## src/rtl/systolic_feed_sched.sv

```systemverilog
// -----------------------------------------------------------------------------
// systolic_feed_sched
//   Read-side scheduler for the row FIFOs that feed the left edge of a
//   systolic array. For each tile it drains tile_len words from every row
//   FIFO. Row r runs r cycles behind row 0, which gives a diagonal wavefront.
//   A read request is never issued to an empty FIFO. If any row that is due
//   is empty, the whole wavefront freezes for that cycle (global stall).
//
// Handshake:
//   Each row is a read-request interface. When o_fifo_rdreq[r]=1, one word is
//   consumed from row r, and that FIFO's q is valid in the same cycle.
//   o_fifo_rdreq[r] is asserted only while i_fifo_empty[r]=0.
//   i_start is a request that is accepted only in IDLE; it is ignored at all
//   other times.
//
// Ports:
//   i_clk          clock; all state updates on posedge
//   i_rst          synchronous reset, active-high
//   i_start        begin a tile (accepted only in IDLE)
//   i_tile_len     words per row for the tile, sampled when start is accepted
//   i_fifo_empty   per-row FIFO empty flags
//   o_fifo_rdreq   per-row read request (combinational)
//   o_busy         state != IDLE
//   o_stall        RUN and a due row is empty this cycle
//   o_done         one-cycle pulse at end of tile
//   o_stall_cnt    saturating count of stall cycles in the current/last tile
//   o_state        FSM state (0=IDLE, 1=RUN, 2=DONE), exported for debug
// -----------------------------------------------------------------------------
module systolic_feed_sched #(
  parameter int NUM_ROWS  = 4,
  parameter int LEN_WIDTH = 8,
  parameter int STALL_W   = 16
) (
  input  logic                 i_clk,
  input  logic                 i_rst,
  input  logic                 i_start,
  input  logic [LEN_WIDTH-1:0] i_tile_len,
  input  logic [NUM_ROWS-1:0]  i_fifo_empty,
  output logic [NUM_ROWS-1:0]  o_fifo_rdreq,
  output logic                 o_busy,
  output logic                 o_stall,
  output logic                 o_done,
  output logic [STALL_W-1:0]   o_stall_cnt,
  output logic [1:0]           o_state
);

  // Row-window compare width. It is wide enough that step, len and row
  // indices can be added without wrapping.
  localparam int CW = LEN_WIDTH + 2;

  typedef enum logic [1:0] {
    ST_IDLE = 2'd0,
    ST_RUN  = 2'd1,
    ST_DONE = 2'd2
  } state_t;

  state_t               r_state;
  state_t               w_state_nxt;
  logic [LEN_WIDTH:0]   r_step;
  logic [LEN_WIDTH-1:0] r_len;
  logic [STALL_W-1:0]   r_stall_cnt;

  logic [CW-1:0]        w_step_x;
  logic [CW-1:0]        w_len_x;
  logic [CW-1:0]        w_last_step;
  logic [NUM_ROWS-1:0]  w_due;
  logic                 w_blocked;
  logic                 w_run_stall;

  assign w_step_x    = CW'(r_step);
  assign w_len_x     = CW'(r_len);
  // Last step index is S-1 = len + NUM_ROWS - 2. len >= 1 whenever in RUN,
  // so this value cannot underflow while it is in use.
  assign w_last_step = w_len_x + CW'(NUM_ROWS) - CW'(2);

  // Row r is due while step lies inside its window [r, r+len).
  always_comb begin
    w_due = '0;
    for (int r = 0; r < NUM_ROWS; r++) begin
      w_due[r] = (w_step_x >= CW'(r)) && (w_step_x < (CW'(r) + w_len_x));
    end
  end

  assign w_blocked   = |(w_due & i_fifo_empty);
  assign w_run_stall = (r_state == ST_RUN) && w_blocked;

  // Next-state and output decode.
  always_comb begin
    w_state_nxt  = r_state;
    o_fifo_rdreq = '0;
    o_stall      = 1'b0;
    o_done       = 1'b0;
    case (r_state)
      ST_IDLE: begin
        if (i_start) begin
          w_state_nxt = (i_tile_len != '0) ? ST_RUN : ST_DONE;
        end
      end
      ST_RUN: begin
        if (w_blocked) begin
          o_stall = 1'b1;
        end else begin
          o_fifo_rdreq = w_due;
          if (w_step_x == w_last_step) begin
            w_state_nxt = ST_DONE;
          end
        end
      end
      ST_DONE: begin
        o_done      = 1'b1;
        w_state_nxt = ST_IDLE;
      end
      default: begin
        w_state_nxt = ST_IDLE;
      end
    endcase
  end

  always_ff @(posedge i_clk) begin
    if (i_rst) begin
      r_state     <= ST_IDLE;
      r_step      <= '0;
      r_len       <= '0;
      r_stall_cnt <= '0;
    end else begin
      r_state <= w_state_nxt;
      if ((r_state == ST_IDLE) && i_start) begin
        r_len       <= i_tile_len;
        r_step      <= '0;
        r_stall_cnt <= '0;
      end else if (r_state == ST_RUN) begin
        if (w_run_stall) begin
          if (r_stall_cnt != {STALL_W{1'b1}}) begin
            r_stall_cnt <= r_stall_cnt + STALL_W'(1);
          end
        end else begin
          r_step <= r_step + (LEN_WIDTH + 1)'(1);
        end
      end
    end
  end

  assign o_busy      = (r_state != ST_IDLE);
  assign o_stall_cnt = r_stall_cnt;
  assign o_state     = r_state;

endmodule

```

## config.mk

```make
export PLATFORM = sky130hd
export DESIGN_NAME = systolic_feed_sched
export DESIGN_NICKNAME = d
export VERILOG_FILES = /design/src/rtl/systolic_feed_sched.sv
export SDC_FILE = /design/constraint.sdc
export NUM_CORES = 1
export LEC_CHECK = 0
export CORE_MARGIN = 1.5
export CORE_UTILIZATION = 40
export DETAILED_ROUTE_END_ITERATION = 7
export PLACE_DENSITY_LB_ADDON = 0.15
export SETUP_SLACK_MARGIN = 0.3
export SLEW_MARGIN = 15
export SYNTH_ARGS = -nofsm -noshare
export SYNTH_HDL_FRONTEND = slang
export SYNTH_SLANG_ARGS = --single-unit
export TNS_END_PERCENT = 30
```

## constraint.sdc

```tcl
create_clock -name i_clk -period 8.6 [get_ports i_clk]
set_input_delay 2.58 -clock i_clk [delete_from_list [all_inputs] [get_ports i_clk]]
set_output_delay 2.58 -clock i_clk [all_outputs]
set_load 0.05 [all_outputs]
```

Word level (Yosys, flattened, before mapping)
Cells that the tools add are included.
{ "word_totals": {"latchBits": 0, "rom_bits": 0, "mem_count": 0, "reg_bits": 35, "out_inout_bits": 25, "elab_cells": 52, "mem_bits_rw": 0, "input_bits": 15} }
{ "op_classes": {"eq_ne": 7, "bitwise": 2, "n_div": 0, "reduce_logical": 14, "n_mul": 0, "order_cmp": 8, "addsub": 7, "mux": 10, "n_shift": 0} }
{ "op_table": {"columns": ["operator", "count"], "rows": [
  ["less-than comparator 9 bit", 3],
  ["adder 2 x 8 -> 9 bit (first input constant)", 2],
  ["greater-or-equal comparator 9 x 1 -> 1 bit (second input constant)", 2],
  ["greater-or-equal comparator 9 x 2 -> 1 bit (second input constant)", 2],
  ["adder 16 x 1 -> 16 bit (second input constant)", 1],
  ["inequality test 16 bit (second input constant)", 1],
  ["equality test 9 x 10 -> 1 bit", 1],
  ["subtractor 9 x 2 -> 10 bit (second input constant)", 1],
  ["adder 1 x 8 -> 9 bit (first input constant)", 1],
  ["adder 8 x 3 -> 9 bit (second input constant)", 1],
  ["adder 9 x 1 -> 9 bit (second input constant)", 1],
  ["less-than comparator 9 x 8 -> 1 bit", 1],
  ["two-way mux 2 bit", 4],
  ["two-way mux 4 bit", 2],
  ["nonzero test 8 bit", 1],
  ["logical AND 1 bit", 6],
  ["AND reduction 3 bit", 2],
  ["bitwise AND 4 bit", 1],
  ["inequality test 2 bit (second input constant)", 2],
  ["one-hot mux 2 bit (2 select lines)", 1],
  ["OR reduction 4 bit", 1],
  ["two-way mux 1 bit", 3],
  ["equality test 2 x 1 -> 1 bit (second input constant)", 1],
  ["equality test 2 bit (second input constant)", 1],
  ["6 further kinds", 6]
]} }

Depth between registers and ports, before layout
Gate-level depths: netlist of run 1.
{ "logic_depth": {"word_depth": 8, "ltp_mapped": 15, "depth_no_buf": 13} }

Least setup slack after synthesis of run 1
OpenSTA, ideal clock, no wires.
{ "synth_timing": {"kind": "input-to-output", "from": "input port i_fifo_empty[3]", "to": "output port o_fifo_rdreq[0]", "path_slack_ns": 1.698, "n_path_buf": 1, "arrival_time_ns": 4.322, "cell_stages": 4, "t_required_ns": 6.020, "path_cell_list": "a31oi_1 nand4_2 clkbuf_1 nor3b_1"} }
{ "synth_via": {"elab_chain_cells": 4} }
{ "synth_lines": {"columns": ["element", "line", "source"], "rows": [
  ["from (decl)", "38", "input logic [NUM_ROWS-1:0] i_fifo_empty,"],
  ["bitwise AND 4 bit", "84", "assign w_blocked = |(w_due & i_fifo_empty);"],
  ["OR reduction 4 bit", "84", null],
  ["two-way mux 4 bit", "100", "if (w_blocked) begin"],
  ["two-way mux 4 bit", "93", "case (r_state)"],
  ["to (decl)", "39", "output logic [NUM_ROWS-1:0] o_fifo_rdreq,"]
]} }
Every way passes these cells.

Worst setup path in the final report of run 1
Same ends and word-level chain as after synthesis.

==> results of run 1 <==
-- where the power goes --
group	leakage, nW	internal, mW	total [mW]	switching [mW]
logic	0.865	0.0370	0.100	0.0631
clock network	0.0581	0.0864	0.153	0.0671
registers	0.284	0.166	0.173	0.00715
-- worst max-delay path: cells and delay by family --
| family | cells | cell delay [ns] |
|---|---|---|
| buffers and inverters | 2 | 1.27 |
| AND/OR/NAND/NOR | 2 | 0.70 |
| AO/OA/AOI/OAI | 1 | 0.17 |
-- metal layers --
metal | GRT usage | vias up | share of wire
met3 | 0.0351 | 4 | 0.040
met4 | 0.0447 | 0 | 0.0066
met1 | 0.299 | 1228 | 0.51
met5 | 0 | - | 0
met2 | 0.316 | 55 | 0.44
li1 | - | 1394 | -
-- sequential cells by signal (all words and copies together) (netlist names) --
signal,count
o_stall_cnt,16
r_step,9
r_len,8
o_state,2
-- cell usage in the layout, fill, tap and decap left out, types with 5 or more instances in the layout --
cell,count
o21ai_0,12
a21oi_1,35
xnor2_1,17
or4_1,12
clkbuf_8,5
inv_1,12
nand2_1,23
nand4_1,9
clkdlybuf4s50_1,39
ha_1,41
dfxtp_1,35
o31ai_1,14
o211ai_1,5
nand3_1,22
and4_1,5
nor2_1,36
nor2b_1,5
or3_1,11
nor4_1,7
-- kinds of logic after synthesis --
family / after synthesis
buffers and inverters: 26
adders and majority gates: 41
AOI/OAI and AO/OA: 81
DFF: 35
xor gates and xnor gates: 18
and+or+nand+nor: 154
-- worst min-delay path by stage --
stage | from | end | slack [ns] | cells after the start
after floorplan | r_step[8]$_SDFFE_PP0P_ | r_step[8]$_SDFFE_PP0P_ | 0.52 | 2
after global placement | o_stall_cnt[10]$_SDFFE_PP0P_ | o_stall_cnt[10]$_SDFFE_PP0P_ | 0.49 | 2
after detailed placement | o_stall_cnt[10]$_SDFFE_PP0P_ | o_stall_cnt[10]$_SDFFE_PP0P_ | 0.49 | 2
after CTS | o_stall_cnt[10]$_SDFFE_PP0P_ | o_stall_cnt[10]$_SDFFE_PP0P_ | 0.50 | 2
after global routing | o_stall_cnt[10]$_SDFFE_PP0P_ | o_stall_cnt[10]$_SDFFE_PP0P_ | 0.53 | 2
final | o_stall_cnt[10]$_SDFFE_PP0P_ | o_stall_cnt[10]$_SDFFE_PP0P_ | 0.50 | 2
-- cell type report --
| class | count | area [um2] |
|---|---|---|
| timing repair buffer | 39 | 390 |
| fill | 700 | 3430 |
| clock buffer | 5 | 68.8 |
| sequential | 35 | 701 |
| inverter | 14 | 52.6 |
| multi-input combinational | 294 | 2030 |
| clock inverter | 3 | 43.8 |
| tap | 96 | 120 |
-- metrics by stage --
stage	setup WS, ns	std cells	hold slack, ns
finish	1.29	486	0.501
global route	1.13	486	0.531
CTS	1.29	486	0.503
detailed placement	1.30	478	0.490
global placement	1.37	478	0.494
floorplan	1.70	355	0.525
==> flow_summary.yaml, run 1 <==
worst_setup_path:
  setup.worst_path.start_class: "primary input"
  worstSetupEndpointType: "output port"
  max_stage_delay_ns: 0.84
  r2r-end: "r_step[7]$_SDFFE_PP0P_"
  rr_worst_depth: 11
  r2r-start: "r_len[3]$_SDFFE_PP0P_"
  critPathRequiredTime_ns: 6.02
  cp-startpoint: "i_fifo_empty[3]"
  path_class: "in -> out"
  arrival_ns: 4.73
  path_cells: "clkdlybuf4s50_1, a31oi_1, nand4_2, nor3b_1, clkdlybuf4s50_1"
  crit_top_cell: "clkdlybuf4s50_1"
  cp-endpoint: "o_fifo_rdreq[0]"
  crit_path_top_delay_cell: "clkdlybuf4s50_1"
  r2r_setup_slack_ns: 4.78
  cp_max_fo: 19
sta:
  worst_slew_pin_slew_ns: 0.963
  post-route-min-period_ns: 7.31
  hold_violations: 0
  tns_ns: 0
  period_share: 0.850
  slew_violations: 0
  maxSlewHeadroom: 0.355
  setup_viol_count_final: 0
  fmax_mhz: 137
  skew_ns: 0.00654
  grt_setup_unrepaired: "false"
power_and_ir_drop:
  p_total_mw: 0.427
  vdd_drop_max_mv: 0.0552
  power.leakage_nw: 1.21
  powerDensity_nw_per_um2: 125
worst_hold_path:
  hp-class: "reg -> reg"
placement:
  dp_hpwl_um: 5450
  portBuffers: 39
  post_dp_cell_area_um2: 3290
  gp_congestion: 0.789
clock_network:
  cts.sinks: 35
  cts_max_level: 2
  path_clk_slew_ns: 0.08
  cts_tree: "yes"
  clk_latency_ns: 0.29
  post_cts_buffers: 0
  cts_buffers: 5
  cts-root-buf: "clkbuf_8"
  cts_buffer_depth: 2
  cts-resized-gates: 0
  postCtsHoldBufs: 0
synthesis:
  synth_top_family_by_area: "simple AND/OR/NAND/NOR gates"
  seq_area_frac_synth: 0.248
  synth-compound-area-share: 0.177
  yosysMostFrequentCell: "ha_1"
  ys_ff_latch: 35
  async_flop_share: 0
  yosys.area_share.adder: 0.181
  syn_avg_cell_area_um2: 7.97
  synthFlopType: "dfxtp_1"
  synth-edff-count: 0
  synth_area_leader_cell: "dfxtp_1"
  syn_inst: 355
  netlist_area_um2: 2830
  synth_common_cells: "ha_1, nor2_1, a21oi_1, dfxtp_1, nand2_1"
  ys_warn_count: 0
  synth_top_area_frac: 0.248
  synth_nets: 411
  synth_xor_area_frac: 0.0557
  synth.area.mux_share: 0
  synthSimpleGateAreaFrac: 0.300
  yosys-top-cells-area: "dfxtp_1, ha_1, a21oi_1"
  ys_types: 46
route:
  drtAntennaViolNets: 0
  drt_wl_total_um: 7230
  vias_per_cell: 5.52
  drc_errors: 0
  wl_per_cell_um: 14.9
  first_pass_iters: 4
  dr_total_vias: 2681
  drt_iter0_drc: 111
global_route:
  first_global_vias: 2549
  grt_max_degree: 34
  grt_pass1_wl_um: 12300
  overflow: 0
  grt_usage: 0.205
  antenna_found_initial: 0
floorplan:
  core-area_um2: 6830
  row_count: 30
  die_w_um: 87.1
  io-pin-count: 40
  initial_core_util: 0.414
  dieArea_um2: 7590
  fp.dieH_um: 87.1
cells_and_area:
  antennaDiodeCount: 0
  utilization: 0.498
  layout.nets: 445
  drive_above_1_share: 0.0462
  area.growth.synth_to_final_pct: 20.3
  finish.instance_area_um2: 3400
run:
  drv_cap: 0
run_status:
  status: "finished clean"
No activity file was read; power rests on OpenSTA's default activity.
==> run 2, diff against run 1 <==
--- a/config.mk
+++ b/config.mk
@@ -8,6 +8,7 @@
 export CORE_MARGIN = 1.5
 export CORE_UTILIZATION = 40
 export DETAILED_ROUTE_END_ITERATION = 7
+export DONT_BUFFER_PORTS = 1
 export PLACE_DENSITY_LB_ADDON = 0.15
 export SETUP_SLACK_MARGIN = 0.3
 export SLEW_MARGIN = 15
==> run 2 against run 1 <==
Net effect:
- sequential power about the same
- clock power increased by 3%
- sequential share of layout area rose by 2.6 points
- cell count decreased by 7.8%
- largest cell class unchanged
==> flow_summary.yaml, run 2 (synthesized netlist as in run 1, its figures left out) <==
worst_setup_path:
  r2r_setup_slack_ns: 4.85
  cp_max_fo: 19
  rr_worst_depth: 11
  r2r-end: "r_step[7]$_SDFFE_PP0P_"
  arrival_ns: 4.03
  path_class: "reg -> out"
  r2r-start: "r_len[3]$_SDFFE_PP0P_"
  critPathRequiredTime_ns: 6.02
  worstSetupEndpointType: "output port"
  setup.worst_path.start_class: "flop"
clock_network:
  cts_max_level: 2
  path_clk_slew_ns: 0.08
  cts_tree: "yes"
  cts-resized-gates: 0
  cts.sinks: 35
  cts-root-buf: "clkbuf_8"
  cts_buffer_depth: 2
  post_cts_buffers: 0
  clk_latency_ns: 0.30
  cts_buffers: 5
  postCtsHoldBufs: 0
sta:
  period_share: 0.769
  post-route-min-period_ns: 6.61
  worst_slew_pin_slew_ns: 0.944
  skew_ns: 0.00632
  hold_violations: 0
  fmax_mhz: 151
  maxSlewHeadroom: 0.368
  grt_setup_unrepaired: "false"
  tns_ns: 0
  setup_viol_count_final: 0
  slew_violations: 0
route:
  drc_errors: 0
  first_pass_iters: 4
  drt_wl_total_um: 7060
  drt_iter0_drc: 111
  dr_total_vias: 2575
  drtAntennaViolNets: 0
  vias_per_cell: 5.75
  wl_per_cell_um: 15.8
power_and_ir_drop:
  p_seq_frac: 0.421
  p_int_mw: 0.280
  power.leakage_nw: 1.07
  switchingPower_mw: 0.138
  vdd_drop_max_mv: 0.0715
  powerDensity_nw_per_um2: 138
  pwr-share-comb: 0.203
  pwr-share-clk: 0.376
  p_sw_frac: 0.331
floorplan:
  row_count: 30
  fp.dieH_um: 87.1
  core-area_um2: 6830
  dieArea_um2: 7590
  initial_core_util: 0.414
  io-pin-count: 40
  die_w_um: 87.1
global_route:
  grt_pass1_wl_um: 11500
  grt_usage: 0.193
  first_global_vias: 2353
  antenna_found_initial: 0
  overflow: 0
  grt_max_degree: 34
cells_and_area:
  area.growth.synth_to_final_pct: 6.90
  layout.nets: 407
  antennaDiodeCount: 0
  largest_register_ffs: 16
  drive_above_1_share: 0.0568
  utilization: 0.443
  final_cell_mix: "ha_1, nor2_1, a21oi_1, dfxtp_1, nand2_1"
  layout_commonest_cell: "ha_1"
worst_hold_path:
  hp-class: "reg -> reg"
  hold_start: "r_step[8]$_SDFFE_PP0P_"
  min_path_cells: 2
  hold-path-endpoint: "r_step[8]$_SDFFE_PP0P_"
run_status:
  status: "finished clean"
placement:
  portBuffers: 0
  gp_congestion: 0.885
  dp_hpwl_um: 5420
run:
  drv_cap: 0
-- run 2: layout make-up --
cell class              instances  area (um2)
clock buffers                   5        68.8
well taps                      96         120
repair buffers                  1        7.51
fillers                       718        3810
flip-flops and latches         35         701
clock inverters                 3        43.8
inverters                      14        52.6
multi-input cells             294        2030
-- run 2: worst max-delay path by stage --
stage / start / end / slack, ns / depth (start not counted)
floorplan: i_fifo_empty[3] / o_fifo_rdreq[0] / 1.70 / 4
global placement: i_fifo_empty[3] / o_fifo_rdreq[3] / 2.12 / 3
detailed placement: i_fifo_empty[3] / o_fifo_rdreq[3] / 2.08 / 3
CTS: r_len[3]$_SDFFE_PP0P_ / o_fifo_rdreq[3] / 2.03 / 10
global route: r_len[3]$_SDFFE_PP0P_ / o_fifo_rdreq[2] / 1.66 / 10
finish: r_len[3]$_SDFFE_PP0P_ / o_fifo_rdreq[1] / 1.99 / 10
-- run 2: power by group through the flow --
stage	combinational, mW	sequential (mW)	clock (mW)
after global routing	0.0949	0.177	0.166
after global placement	0.0833	0.180	0
after detailed placement	0.0840	0.180	0
final	0.0848	0.176	0.157
after CTS	0.0845	0.176	0.162
after floorplan	0.0715	0.177	0
-- run 2: worst max-delay path: stages, from the launching register on --
cell and delay, ns:
dfxtp_1 0.46, clkinv_1 0.25, nor4_1 0.49, and3_1 0.28, nand2b_1 0.07, ha_1 0.31, nand4_1 0.10, a211o_1 0.32
a31oi_1 0.22, nand4_2 0.40, nor2_1 0.83
-- run 2: through the flow --
step,area (um2),cells,hold slack (ns),total power [mW],worst slack (ns)
after floorplan,2830,355,0.525,0.249,1.70
after CTS,3020,448,0.617,0.422,2.03
after global routing,3020,448,0.663,0.438,1.66
after detailed placement,2910,440,0.600,0.264,2.08
after global placement,2910,440,0.606,0.263,2.12
final,3020,448,0.600,0.418,1.99
-- run 2: per-layer routing --
metal	GRT usage	wire [um]
met5	0	0
met4	0.0491	82
met3	0.0436	373
met2	0.288	2940
met1	0.279	3670
==> run 3, diff against run 2 <==
==> constraint.sdc (replaced) <==
create_clock -name i_clk -period 6.92 [get_ports i_clk]
set_input_delay 2.076 -clock i_clk [delete_from_list [all_inputs] [get_ports i_clk]]
set_output_delay 2.076 -clock i_clk [all_outputs]
set_load 0.05 [all_outputs]
==> run 3 against run 2 <==
Net effect:
- highest routed layer unchanged
- critical path depth did not move
- worst hold slack better by 0.033 ns
- setup slack got worse by 1.1 ns
==> flow_summary.yaml, run 3 (synthesized netlist as in run 1, its figures left out) <==
power_and_ir_drop:
  vdd_drop_max_mv: 0.103
  p_int_mw: 0.310
  p_sw_frac: 0.348
  pwr-share-clk: 0.318
  switchingPower_mw: 0.166
  powerDensity_nw_per_um2: 159
  power.leakage_nw: 1.06
  pwr-share-comb: 0.222
  p_seq_frac: 0.460
clock_network:
  post_cts_buffers: 0
  cts_buffers: 5
  postCtsHoldBufs: 0
  cts-root-buf: "clkbuf_8"
  cts_tree: "yes"
  cts-resized-gates: 0
  cts_buffer_depth: 2
  cts.sinks: 35
  path_clk_slew_ns: 0.08
  clk_latency_ns: 0.29
  cts_max_level: 2
sta:
  maxSlewHeadroom: 0.373
  period_share: 0.873
  skew_ns: 0.00838
  setup_viol_count_final: 0
  hold_violations: 0
  tns_ns: 0
  slew_violations: 0
  fmax_mhz: 166
  whs_ns: 0.634
  worst_slew_pin_slew_ns: 0.938
  setup_slack_ns: 0.878
  post-route-min-period_ns: 6.04
  grt_setup_unrepaired: "false"
worst_setup_path:
  critPathRequiredTime_ns: 4.84
  worstSetupEndpointType: "output port"
  rr_worst_depth: 11
  path_cells: "clkinv_1, nor4_1, and3_1, nand2b_1, ha_1, nand4_1, a211o_1, a31oi_1, nand4_2, nor2_1"
  crit_path_top_delay_cell: "nor2_1"
  r2r_setup_slack_ns: 3.24
  path_class: "reg -> out"
  setup.worst_path.start_class: "flop"
  r2r-start: "r_len[3]$_SDFFE_PP0P_"
  cp_max_fo: 19
  cp.buffers_inverters: 1
  max_stage_delay_ns: 0.85
  arrival_ns: 3.97
  r2r-end: "r_step[7]$_SDFFE_PP0P_"
  cp_top_family: "simple AND/OR/NAND/NOR gates"
route:
  drt_iter0_drc: 111
  drtAntennaViolNets: 0
  drc_errors: 0
  dr_total_vias: 2594
  wl_per_cell_um: 16.1
  vias_per_cell: 5.79
  first_pass_iters: 4
  drt_wl_total_um: 7220
placement:
  pre_cts_slack_ns: 1.22
  portBuffers: 0
  dp_hpwl_um: 5540
  gp_congestion: 0.931
  dp.cells: 440
run:
  drv_cap: 0
global_route:
  grt_max_degree: 34
  overflow: 0
  antenna_found_initial: 0
  first_global_vias: 2424
  grt_pass1_wl_um: 11800
  grt_usage: 0.198
floorplan:
  die_w_um: 87.1
  fp.dieH_um: 87.1
  core-area_um2: 6830
  initial_core_util: 0.414
  io-pin-count: 40
  row_count: 30
  dieArea_um2: 7590
cells_and_area:
  fin_cells: 448
  area.growth.synth_to_final_pct: 6.06
  drive_above_1_share: 0.0568
  layout.nets: 407
  largest_register_ffs: 16
  final_cell_mix: "ha_1, nor2_1, a21oi_1, dfxtp_1, nand2_1"
  antennaDiodeCount: 0
  fillers: 711
  layout_commonest_cell: "ha_1"
run_status:
  status: "finished clean"
worst_hold_path:
  hold_start: "r_step[8]$_SDFFE_PP0P_"
  hold-path-endpoint: "r_step[8]$_SDFFE_PP0P_"
  hp-class: "reg -> reg"
  min_path_cells: 2
run 3: how the worst max path moves through the flow:
stage | endpoint | startpoint | slack (ns) | depth (start not counted)
floorplan | o_fifo_rdreq[0] | r_len[3]$_SDFFE_PP0P_ | 0.96 | 12
global placement | o_fifo_rdreq[1] | r_len[3]$_SDFFE_PP0P_ | 1.32 | 10
detailed placement | o_fifo_rdreq[2] | r_len[3]$_SDFFE_PP0P_ | 1.22 | 10
CTS | o_fifo_rdreq[2] | r_len[3]$_SDFFE_PP0P_ | 0.90 | 10
global route | o_fifo_rdreq[2] | r_len[3]$_SDFFE_PP0P_ | 0.55 | 10
finish | o_fifo_rdreq[2] | r_len[3]$_SDFFE_PP0P_ | 0.88 | 10
run 3: per-stage QoR:
stage	util	power [mW]	instance area (um2)
after floorplan	-	0.309	2830
after global placement	0.426	0.328	2910
after detailed placement	0.426	0.329	2910
after CTS	0.439	0.482	3000
after global routing	0.439	0.503	3000
final	0.439	0.476	3000
run 3: cell type report:
class / count / area, um2 / share of cell area
Clock buffer: 5 / 68.8 / 0.0229
Timing Repair Buffer: 1 / 7.51 / 0.00250
Tap cell: 96 / 120 / 0.0400
Clock inverter: 3 / 20.0 / 0.00667
Inverter: 14 / 52.6 / 0.0175
Multi-Input combinational cell: 294 / 2030 / 0.677
Sequential cell: 35 / 701 / 0.234
run 3: power by group through the flow:
stage / clock network [mW] / registers, mW / logic [mW]
3_3_place_gp: 0 / 0.223 / 0.104
2_1_floorplan: 0 / 0.220 / 0.0889
6_report: 0.151 / 0.219 / 0.106
5_1_grt: 0.166 / 0.220 / 0.118
3_5_place_dp: 0 / 0.224 / 0.105
4_1_cts: 0.157 / 0.219 / 0.106
run 3: tightest hold or removal path: stages, from the launching register on:
cell	delay, ns
dfxtp_1	0.40
o31ai_1	0.12
a21oi_1	0.07
run 3: metal layers:
layer,part of all wire,global-route usage,vias up
met1,0.52,0.282,1214
met3,0.050,0.0436,9
li1,-,-,1316
met4,0.012,0.0505,0
met5,0,0,-
met2,0.42,0.301,55
